===== config.mk =====
export PLATFORM = sky130hd
export DESIGN_NAME = led_pixel_serializer
export DESIGN_NICKNAME = d
export VERILOG_FILES = /design/src/rtl/led_pixel_serializer_pkg.sv /design/src/rtl/led_pixel_serializer_bit_timer.sv /design/src/rtl/led_pixel_serializer.sv
export SDC_FILE = /design/constraint.sdc
export NUM_CORES = 1
export LEC_CHECK = 0
export ABC_AREA = 1
export BUFFER_PORTS_ARGS = -buffer_cell sky130_fd_sc_hd__buf_2
export CORE_UTILIZATION = 50
export DETAILED_ROUTE_END_ITERATION = 7
export PLACE_DENSITY = 0.82
export SETUP_SLACK_MARGIN = 0.3
export SLEW_MARGIN = 10
export SYNTH_ARGS = -nofsm -noshare
export SYNTH_HDL_FRONTEND = slang
export SYNTH_SLANG_ARGS = --single-unit

===== constraint.sdc =====
create_clock -name clk -period 1.55 [get_ports clk]
set_input_delay 0.0775 -clock clk [delete_from_list [all_inputs] [get_ports clk]]
set_output_delay 0.0775 -clock clk [all_outputs]
set_load 0.02 [all_outputs]

===== src/rtl/led_pixel_serializer_pkg.sv =====
// Shared types for the WS2812 pixel serializer: FSM state encoding and the GRB pixel word.
package led_serializer_defs;

   typedef enum logic [1:0] {
      SER_IDLE,
      SER_SHIFT,
      SER_LATCH
   } serializer_state_t;

   typedef logic [23:0] pixel_t;

   localparam int PIXEL_BITS = 24;

endpackage


===== src/rtl/led_pixel_serializer_bit_timer.sv =====
// One WS2812 bit period: counts cyc 0..BIT_CYCLES-1 and reports whether the line should be high.
module ws2812_bit_timer
   import led_serializer_defs::*;
#(
   parameter int T0H_CYCLES = 20,
   parameter int T1H_CYCLES = 40,
   parameter int BIT_CYCLES = 63
) (
   input  logic clk,
   input  logic rst,
   input  logic start,
   input  logic bit_val,
   output logic high,
   output logic bit_done
);

   localparam int CW = $clog2(BIT_CYCLES);
   localparam logic [CW-1:0] LAST_CYC = CW'(BIT_CYCLES - 1);
   localparam logic [CW-1:0] T0H_CMP  = CW'(T0H_CYCLES);
   localparam logic [CW-1:0] T1H_CMP  = CW'(T1H_CYCLES);

   logic [CW-1:0] cyc;
   logic          active;

   // start on the last cycle of a bit restarts at 0 so consecutive bits abut
   always_ff @(posedge clk or negedge rst) begin
      if (!rst) begin
         cyc    <= '0;
         active <= 1'b0;
      end else if (start) begin
         cyc    <= '0;
         active <= 1'b1;
      end else if (active) begin
         if (cyc == LAST_CYC) begin
            cyc    <= '0;
            active <= 1'b0;
         end else begin
            cyc <= cyc + 1'b1;
         end
      end
   end

   assign bit_done = active && (cyc == LAST_CYC);
   assign high     = active && (cyc < (bit_val ? T1H_CMP : T0H_CMP));

endmodule


===== src/rtl/led_pixel_serializer.sv =====
// WS2812 output stage: one-entry pixel hold, 24-bit shifter, latch-gap timer and registered NRZ line.
module led_pixel_serializer
   import led_serializer_defs::*;
#(
   parameter int T0H_CYCLES   = 20,
   parameter int T1H_CYCLES   = 40,
   parameter int BIT_CYCLES   = 63,
   parameter int RESET_CYCLES = 15000
) (
   input  logic        clk,
   input  logic        rst,
   input  logic        pixel_valid,
   input  logic [23:0] pixel_data,
   output logic        pixel_ready,
   input  logic        frame_end,
   output logic        busy,
   output logic        led_out
);

   localparam int GW = $clog2(RESET_CYCLES + 1);

   serializer_state_t state, state_nx;
   pixel_t            hold, shifter;
   logic              hold_full, latch_pending;
   logic [4:0]        bit_idx;
   logic [GW-1:0]     gap;
   logic              accept, load, timer_start;
   logic              bit_high, bit_done, last_bit, gap_done;

   // Handshake: a pixel transfers on a rising edge where pixel_valid && pixel_ready;
   // pixel_ready depends only on registers, so upstream may hold valid and data steady.
   assign pixel_ready = !hold_full && (state != SER_LATCH);
   assign accept      = pixel_valid && pixel_ready;
   assign busy        = (state != SER_IDLE) || hold_full || latch_pending;
   assign last_bit    = (bit_idx == 5'd0);
   assign gap_done    = (gap == GW'(RESET_CYCLES - 1));

   ws2812_bit_timer #(
      .T0H_CYCLES (T0H_CYCLES),
      .T1H_CYCLES (T1H_CYCLES),
      .BIT_CYCLES (BIT_CYCLES)
   ) u_bit_timer (
      .clk      (clk),
      .rst      (rst),
      .start    (timer_start),
      .bit_val  (shifter[23]),
      .high     (bit_high),
      .bit_done (bit_done)
   );

   always_comb begin
      state_nx    = state;
      load        = 1'b0;
      timer_start = 1'b0;
      case (state)
         SER_IDLE: begin
            if (hold_full) begin
               load        = 1'b1;
               timer_start = 1'b1;
               state_nx    = SER_SHIFT;
            end else if (latch_pending) begin
               state_nx = SER_LATCH;
            end
         end
         SER_SHIFT: begin
            if (bit_done) begin
               if (!last_bit) begin
                  timer_start = 1'b1;
               end else if (hold_full) begin
                  // reload straight from hold so the next pixel follows without a gap
                  load        = 1'b1;
                  timer_start = 1'b1;
               end else if (latch_pending) begin
                  state_nx = SER_LATCH;
               end else begin
                  state_nx = SER_IDLE;
               end
            end
         end
         SER_LATCH: begin
            if (gap_done) state_nx = SER_IDLE;
         end
         default: state_nx = SER_IDLE;
      endcase
   end

   always_ff @(posedge clk or negedge rst) begin
      if (!rst) begin
         state         <= SER_IDLE;
         hold          <= '0;
         hold_full     <= 1'b0;
         shifter       <= '0;
         bit_idx       <= '0;
         latch_pending <= 1'b0;
         gap           <= '0;
         led_out       <= 1'b0;
      end else begin
         state <= state_nx;

         if (accept) hold <= pixel_data;
         if (load)        hold_full <= 1'b0;
         else if (accept) hold_full <= 1'b1;

         if (load) begin
            shifter <= hold;
            bit_idx <= 5'(PIXEL_BITS - 1);
         end else if (state == SER_SHIFT && bit_done && !last_bit) begin
            shifter <= {shifter[22:0], 1'b0};
            bit_idx <= bit_idx - 5'd1;
         end

         // a frame_end arriving while the gap runs is absorbed by that gap
         if (state == SER_LATCH && gap_done)          latch_pending <= 1'b0;
         else if (frame_end && state != SER_LATCH)    latch_pending <= 1'b1;

         if (state == SER_LATCH) gap <= gap_done ? '0 : gap + 1'b1;
         else                    gap <= '0;

         led_out <= (state == SER_SHIFT) && bit_high;
      end
   end

endmodule

==> results.md, run 1 <==
Layout:
- The multi-input gate area in the final layout is 2350 um2.
- The most common cell after layout, fill and taps aside is sky130_fd_sc_hd__nand2_1.
- The antenna diode instance count is 0.
- The area of all sequential standard cells is 1990 um2.
- Measured on the finished design, the core utilization comes to 0.748.
- The share of final-layout standard cells stronger than drive strength 1 is 0.425.
- The area added between synthesis and finish is 44.3%.
- At the end of the flow, the number of nets in the layout was 606.
- In the layout the commonest cells are 97 x sky130_fd_sc_hd__nand2_1, 71 x sky130_fd_sc_hd__dfrtp_1, 52 x sky130_fd_sc_hd__nand3_1.
- The layout has 471 filler cells.

Clocking:
- TritonCTS built the clock tree.
- Counting along the longest clock path gives a buffer depth of 2.
- The total clock buffers created by CTS is 9.
- The CTS clock-pin slew for the worst setup and hold paths is 0.09 ns.
- The total clock sinks is 79.
- The root buffer cell is sky130_fd_sc_hd__clkbuf_8.
- The H-tree depth is 3.
- The insertion delay of the later-clocked pin in the worst-skew pair is 0.35 ns.

Synthesis:
- Synthesis handed over a netlist of 469 instances.
- When the netlist entered floorplanning its net count stood at 504.
- In this run, synthesis produced a sequential element count of 79.
- For this run, asynchronously set or reset flops after synthesis account for 1.00.
- For this run, the number of Yosys warnings is 0.
- Yosys mapped the design onto 31 distinct sky130hd cell types.
- By area the synthesized netlist is led by sky130_fd_sc_hd__dfrtp_1 49%, sky130_fd_sc_hd__nand2_1 14%, sky130_fd_sc_hd__nand3_1 8.4%.
- Counting flops with a built-in enable in the synthesized netlist gives 0.
- The largest area contributor in the synthesized netlist is sky130_fd_sc_hd__dfrtp_1.
- The sequential share of the synthesized area is 0.493.
- The fraction of post-synthesis cell area in the top cell type by area is 0.493.
- The mean area per synthesized cell is 8.55 um2.
- The most used flip-flop cell after synthesis is sky130_fd_sc_hd__dfrtp_1.
- The cell area that synthesis handed to floorplanning was 4010 um2.

Power:
- The switching power share of the total is 0.267.
- The analysis attributes to net switching a power of 1260 uW.
- The sequential share of power is 0.524.
- In this run the power density over the cells is 819 nW/um2.
- The share of total power dissipated in the clock network is 0.361.
- The leakage dissipation is 0.00274 uW.
- The internal power component is 3470 uW.
- The share of total power in combinational logic is 0.115.
- The completed layout was analyzed and its total power is 4730 uW.
- Across the VDD grid, the largest voltage drop is 630 uV.

Global routing:
- The first-pass GRT wire length is 16600 um.
- The number of global-route vias before repair is 3620.
- The number of antenna violations at the first check in global routing came to 0.
- The global-route total usage across every layer is 0.250.
- Global routing finished with a remaining overflow of 0.
- Entering global routing, the biggest net connects 61 pins.

Setup path:
- The arrival time at the worst endpoint is 1.79 ns.
- In this run the worst setup path terminates at shifter[0].
- The kind of end point of the critical path is a register.
- The path depth of the worst reg2reg path is 8.
- The origin of the worst setup path is u_bit_timer.cyc[0].
- By startpoint and endpoint, the worst setup path is classified as reg -> reg.
- Along the worst path, the maximum fanout reaches 25.
- At the worst endpoint, the required time is 1.79 ns.
- In this run the critical register-to-register path is launched from u_bit_timer.cyc[0].
- STA classifies the critical path startpoint as a register.
- The reg-to-reg setup timing slack is -0.009 ns.
- The endpoint identified for the worst register-to-register timing path is shifter[0].

Floorplanning:
- The die covers 8380 um2.
- The floorplan step set the die height to 91.5 um.
- For this configuration, the core starts out at a cell density of 0.519.
- Row generation in the floorplan step produced 32 rows.
- The floorplan die width is 91.5 um.
- The core area is 7730 um2.
- The number of placed I/O pins is 31.

STA:
- The count of endpoints failing hold in the final timing report is 0.
- In the post-route analysis, the smallest setup slack over all paths is -0.00850 ns.
- The time the worst path needs with I/O delays and setup is 1.56 ns.
- The total count of max-transition violations in the final report is 0.
- For the final database, setup skew stands at 0.00972 ns.
- Measured against its own limit, the worst slew margin works out to 0.768.
- Dividing the final minimum period by the clock period gives 1.01.
- Setup violations remaining at the end of the flow were counted as 1.
- The highest attainable clock frequency is 642 MHz.
- Setup repair after global routing could not meet its margin everywhere.
- For the pin with the worst max-slew slack, the measured transition is 0.345 ns.

Placed design:
- The detailed-placement wirelength estimate is 5420 um.
- The weighted congestion reported at the end of routability-driven placement is 0.936.
- The count of port buffers added during placement is 30.

Routing:
- The routed layout has 3824 vias.
- The number of remaining DRC errors is 0.
- In the final routed layout, each cell accounts on average for 17.3 um.
- In this run, the number of DRC markers left after iteration 0 of detailed routing was 282.
- The number of detailed-route iterations in the first pass is 5.
- The number of routed nets with antenna violations is 0.
- The mean number of vias per cell is 5.64.
- The final wirelength is 11700 um.

Run status:
- The final reports fail on setup timing.
- The run finished, with violations left.

Hold path:
- The worst hold path belongs to the class in -> async.

Run:
- The number of violations of the max-capacitance limit is 0.
[power groups by stage]
stage          Clock, uW  Combinational [uW]  Sequential [uW]
6_report            1710                 546             2480
5_1_grt             1800                 600             2500
4_1_cts             1690                 381             2400
3_5_place_dp           0                 315             2440
3_3_place_gp           0                 302             2430
2_1_floorplan          0                 199             2390
[worst max-delay path, cell delays in order (launching register included)]
cell	delay, ns
sky130_fd_sc_hd__dfrtp_1	0.39
sky130_fd_sc_hd__inv_1	0.07
sky130_fd_sc_hd__ha_2	0.19
sky130_fd_sc_hd__nand2_4	0.07
sky130_fd_sc_hd__nor3_4	0.18
sky130_fd_sc_hd__nand3_4	0.13
sky130_fd_sc_hd__buf_12	0.19
sky130_fd_sc_hd__nand3_1	0.12
sky130_fd_sc_hd__nand2_1	0.08
[logic make-up after synthesis]
group,Yosys count,share of synthesized area
AND/OR/NAND/NOR,306,0.380
flip-flops,79,0.493
buffers and inverters,53,0.0677
AO/OA/AOI/OAI,21,0.0309
adder cells (fa/ha/maj),7,0.0218
XOR/XNOR,3,0.00656
[synth_stat cells (all sizes together), types with 7 or more instances]
cell type / number
nand3: 91
a21oi: 9
nor2: 38
nand2: 150
nand4: 9
nor3: 14
inv: 38
buf: 15
ha: 7
dfrtp: 79
o21ai: 9
[per-stage QoR]
stage	worst slack, ns	area [um2]	setup TNS [ns]	hold slack [ns]	instances
global route	-0.0545	5780	-0.283	0.158	678
global placement	0.0935	4340	0	-0.0234	597
detailed placement	0.0314	4340	0	-0.0215	597
CTS	0.0781	5170	0	0.105	663
floorplan	0.134	4050	0	-0.218	469
finish	-0.00850	5780	-0.00850	0.137	678
[repair_timing]
action / in CTS / in global routing
hold endpoints to repair: 104 / 0
buffers inserted: 21 / 12
endpoints found under the setup margin: 76 / 78
pin swaps: 14 / 43
resized for setup: 40 / 126
hold buffers: 26 / 0
cloned: 3 / 3
[worst min-delay path by stage]
stage	depth (start not counted)	slack (ns)	endpoint
after detailed placement	1	-0.02	led_out
after CTS	4	0.10	hold[4]
after global routing	2	0.16	gap[11]
after floorplan	0	-0.22	bit_idx[0]
final	2	0.14	led_out
after global placement	1	-0.02	led_out
[layer usage]
metal	wire length, um	share of wire	up-vias	track usage
met3	539	0.046	44	0.0310
met5	0	0	-	0
met1	4450	0.38	1873	0.315
li1	-	-	1737	-
met2	6250	0.53	170	0.429
met4	481	0.041	0	0.110
[cell type report]
class / instances / area share
Tap cell: 102 / 0.0221
Sequential cell: 79 / 0.344
Inverter: 38 / 0.0305
Clock inverter: 5 / 0.0141
Timing Repair Buffer: 103 / 0.161
Multi-Input combinational cell: 340 / 0.406
Clock buffer: 11 / 0.0227
[flip-flops by register name, indices dropped and copies added, names as in the netlist]
signal and cells:
hold 24, shifter 24, gap 14, u_bit_timer.cyc 6, bit_idx 5, state 2, hold_full 1, latch_pending 1
led_out 1, u_bit_timer.active 1
(Power assumes the default switching activity.)
==> run 2: changes to the inputs <==
- BUFFER_PORTS_ARGS: -buffer_cell sky130_fd_sc_hd__buf_2 -> -buffer_cell sky130_fd_sc_hd__buf_4
==> run 2 against run 1 <==
Against the previous run: the flow still finishes with violations (setup timing); power rose by 2.9%; combinational power rose by 1%; global-route usage barely moved; non-clock buffer count rose by 10; setup slack got worse by 0.038 ns; clock power rose by 9.9%; fmax fell by 2.4%; clock skew rose by 0.0014 ns; worst hold slack improved by 0.12 ns; largest cell class unchanged; sequential power fell by 2%.
==> results.md, run 2 (same netlist as run 1, synthesis figures left out) <==
Routing:
- The routed wire length per instance is 17.8 um (+2.9%).
- The DRC violation total after the first TritonRoute iteration is 391 (+39%).
- The vias after detailed routing is 3871 (+1.2%).
- The final wirelength is 12200 um (+4.5%).
- The mean number of vias per cell was 5.63 (-0.24%).
- The number of routed nets with antenna violations is 0 (unchanged).
- The number of detailed-route iterations in the first pass came to 5 (unchanged).
- The number of remaining DRC errors is 0 (unchanged).

Setup path:
- The reg-to-reg setup timing slack is -0.05 ns (-0.04 ns).
- The arrival time at the worst endpoint came to 1.90 ns (+0.11 ns).
- The total number of cells along the worst setup path is 8 (unchanged).
- The cell type of the slowest stage on the worst timing path is sky130_fd_sc_hd__dfrtp_1.
- The path depth of the worst reg2reg path is 8 (unchanged).
- Traced cell by cell, the critical path runs through inv_2 > ha_4 > nand4_1 > a21oi_4 > buf_6 > buf_12 > nand3_1 > nand3_1.
- The maximum single-stage delay on the critical path is 0.41 ns (+0.02 ns).
- The largest fanout on the critical path came to 7 (-72%).
- The type of origin of the critical path is a register.
- The data required time of the critical path is 1.85 ns (+0.06 ns).
- The cell type with the highest occurrence count on the critical path is sky130_fd_sc_hd__nand3_1.
- The kind of end point of the critical path is a register.
- The buffer and inverter count on the worst path was 3 (+1).
- In this design, the largest share of critical-path delay is due to flip-flops.
- The worst setup path is of the reg -> reg kind.

Placed design:
- The weighted congestion reported at the end of routability-driven placement came to 0.882 (-5.7%).
- The detailed-placement wirelength estimate is 5310 um (-2.0%).
- The count of port buffers added during placement came to 30 (unchanged).
- The cell area after placement came to 4410 um2 (+1.6%).
- The setup slack at placement is 0.0342 ns (+0.00285 ns).

Clocking:
- The insertion delay of the later-clocked pin in the worst-skew pair was 0.36 ns (about the same).
- The total clock sinks was 79 (unchanged).
- The root buffer cell is sky130_fd_sc_hd__clkbuf_8.
- The total clock buffers created by CTS is 9 (unchanged).
- The clock tree from TritonCTS is done.
- The H-tree depth is 3 (unchanged).
- The clock tree buffer depth was 2 (unchanged).
- The CTS clock-pin slew for the worst setup and hold paths is 0.09 ns (about the same).

Floorplanning:
- The initial cell density of the core is 0.519 (unchanged).
- The floorplan die width is 91.5 um (unchanged).
- The core area came to 7730 um2 (unchanged).
- The number of standard-cell rows in the floorplan is 32 (unchanged).
- The overall die height is 91.5 um (unchanged).
- The number of placed I/O pins is 31 (unchanged).
- The die area is 8380 um2 (unchanged).

Layout:
- The area growth from synthesis to layout is 47.0%.
- The share of final-layout standard cells stronger than drive strength 1 was 0.406 (-0.0192).
- The final core area utilization is 0.763 (+0.0142).
- The filler cell count is 451 (-4.2%).
- The area of all sequential standard cells is 1990 um2 (unchanged).
- The net count of the finished layout came to 616 (+1.7%).
- The final design instance area without fill was 5890 um2 (+1.9%).
- The largest registers in the layout are hold x24, shifter x24, gap x14.
- The multi-input gate area in the final layout is 2170 um2 (-7.8%).
- Leaving out fill and tap cells, the most frequent cells in the layout are 103 x sky130_fd_sc_hd__nand2_1, 71 x sky130_fd_sc_hd__dfrtp_1, 66 x sky130_fd_sc_hd__buf_4.
- The antenna diode instance count is 0 (unchanged).
- The library cell used most frequently in the layout, excluding fill and tap cells, is sky130_fd_sc_hd__nand2_1.

STA:
- The post-route worst setup slack is -0.0461 ns (-0.0376 ns).
- The remaining max-slew budget at the tightest pin is 0.713 (-0.0552).
- The actual slew at the worst max-slew pin came to 0.431 ns (+0.0865 ns).
- The count of endpoints failing hold in the final timing report is 0 (unchanged).
- Setup repair after global routing could not meet its margin everywhere.
- The total count of max-transition violations in the final report is 0 (unchanged).
- The highest attainable clock frequency is 627 MHz (-2.4%).
- The time the worst path needs with I/O delays and setup was 1.60 ns (+0.0376 ns).
- The worst hold margin is 0.256 ns (+0.119 ns).
- The final setup skew is 0.0111 ns (+0.00139 ns).
- The total setup violations reported at the end of the flow is 23 (+22).
- The part of the cycle the worst path needs is 1.03 (+0.0243).

Power:
- The switching power share of the total is 0.260 (-0.00734).
- The worst IR drop on VDD is 646 uV (+2.5%).
- The sequential share of power is 0.500 (-0.024).
- The internal power component is 3610 uW (+3.9%).
- The share of total power in the clock network came to 0.387 (+0.026).
- The total power was 4870 uW (+2.9%).
- The leakage dissipation is 0.00287 uW (+4.7%).
- The share of total power in combinational logic is 0.114 (about the same).
- The switching power of the nets came to 1270 uW (about the same).
- The power per cell area is 827 nW/um2 (+0.97%).

Global routing:
- The number of antenna violations at the first check in global routing is 0 (unchanged).
- The total grt overflow came to 0 (unchanged).
- The number of global-route vias before repair came to 3545 (-2.1%).
- The pin count of the biggest net entering global routing is 80 (+31%).
- The first-pass GRT wire length is 16300 um (-1.9%).
- The global-route total usage across every layer was 0.250 (about the same).

Hold path:
- The worst min-delay path category is in -> async.

Run status:
- The flow ran to the end, but the final reports show violations.
- The final reports fail on setup timing.

Run:
- The number of violations of the max-capacitance limit came to 0 (unchanged).
==> run 2: cell count changes in the layout (fill, tap and decap cells not counted), sizes merged <==
cell	change
buf	+10
nand2	-3
inv	-1
clkinv	+3
bufinv	+1
==> run 2: timing repair <==
item                                    4_1_cts  5_1_grt
endpoints found under the setup margin       76       79
pin swaps                                     5       16
hold buffers                                 26        0
cloned                                        3        5
setup buffers                                17       23
endpoints found under the hold margin       104        0
resized for setup                            29      106
==> run 2: power by group through the flow <==
stage	registers (uW)	logic [uW]	clock network [uW]
4_1_cts	2400	447	1850
5_1_grt	2440	611	1960
2_1_floorplan	2390	199	0
6_report	2430	554	1880
3_5_place_dp	2440	342	0
3_3_place_gp	2440	323	0
==> run 2: tightest hold or removal path: stages <==
cell and delay [ns]:
sky130_fd_sc_hd__dlygate4sd3_1 0.53, sky130_fd_sc_hd__buf_4 0.11, sky130_fd_sc_hd__buf_12 0.33
==> run 2: per-layer routing <==
layer,wire [um],track usage,vias up
li1,-,-,1753
met3,714,0.0436,48
met2,6480,0.427,187
met4,510,0.146,0
met1,4530,0.295,1883
met5,0,0,-
==> run 2: cell type report <==
| cell class | instances | area share |
|---|---|---|
| Sequential cell | 79 | 0.337 |
| Timing Repair Buffer | 113 | 0.195 |
| Clock inverter | 5 | 0.0180 |
| Tap cell | 102 | 0.0217 |
| Clock buffer | 11 | 0.0223 |
| Timing Repair inverter | 3 | 0.00828 |
| Multi-Input combinational cell | 337 | 0.368 |
| Inverter | 38 | 0.0304 |
==> run 2: worst paths after layout <==
| path | to | startpoint |
|---|---|---|
| max | shifter[8] | bit_idx[0] |
| min | led_out | rst |
| max reg2reg | shifter[8] | bit_idx[0] |
| min reg2reg | hold[13] | hold[13] |
| max in group asynchronous | gap[4] | rst |
| min in group clk | hold[23] | pixel_valid |
==> run 2: per-stage QoR <==
step	cells	setup TNS, ns
final	688	-0.549
after global routing	688	-2.21
after CTS	660	0
after detailed placement	598	0
after global placement	598	0
after floorplan	469	0
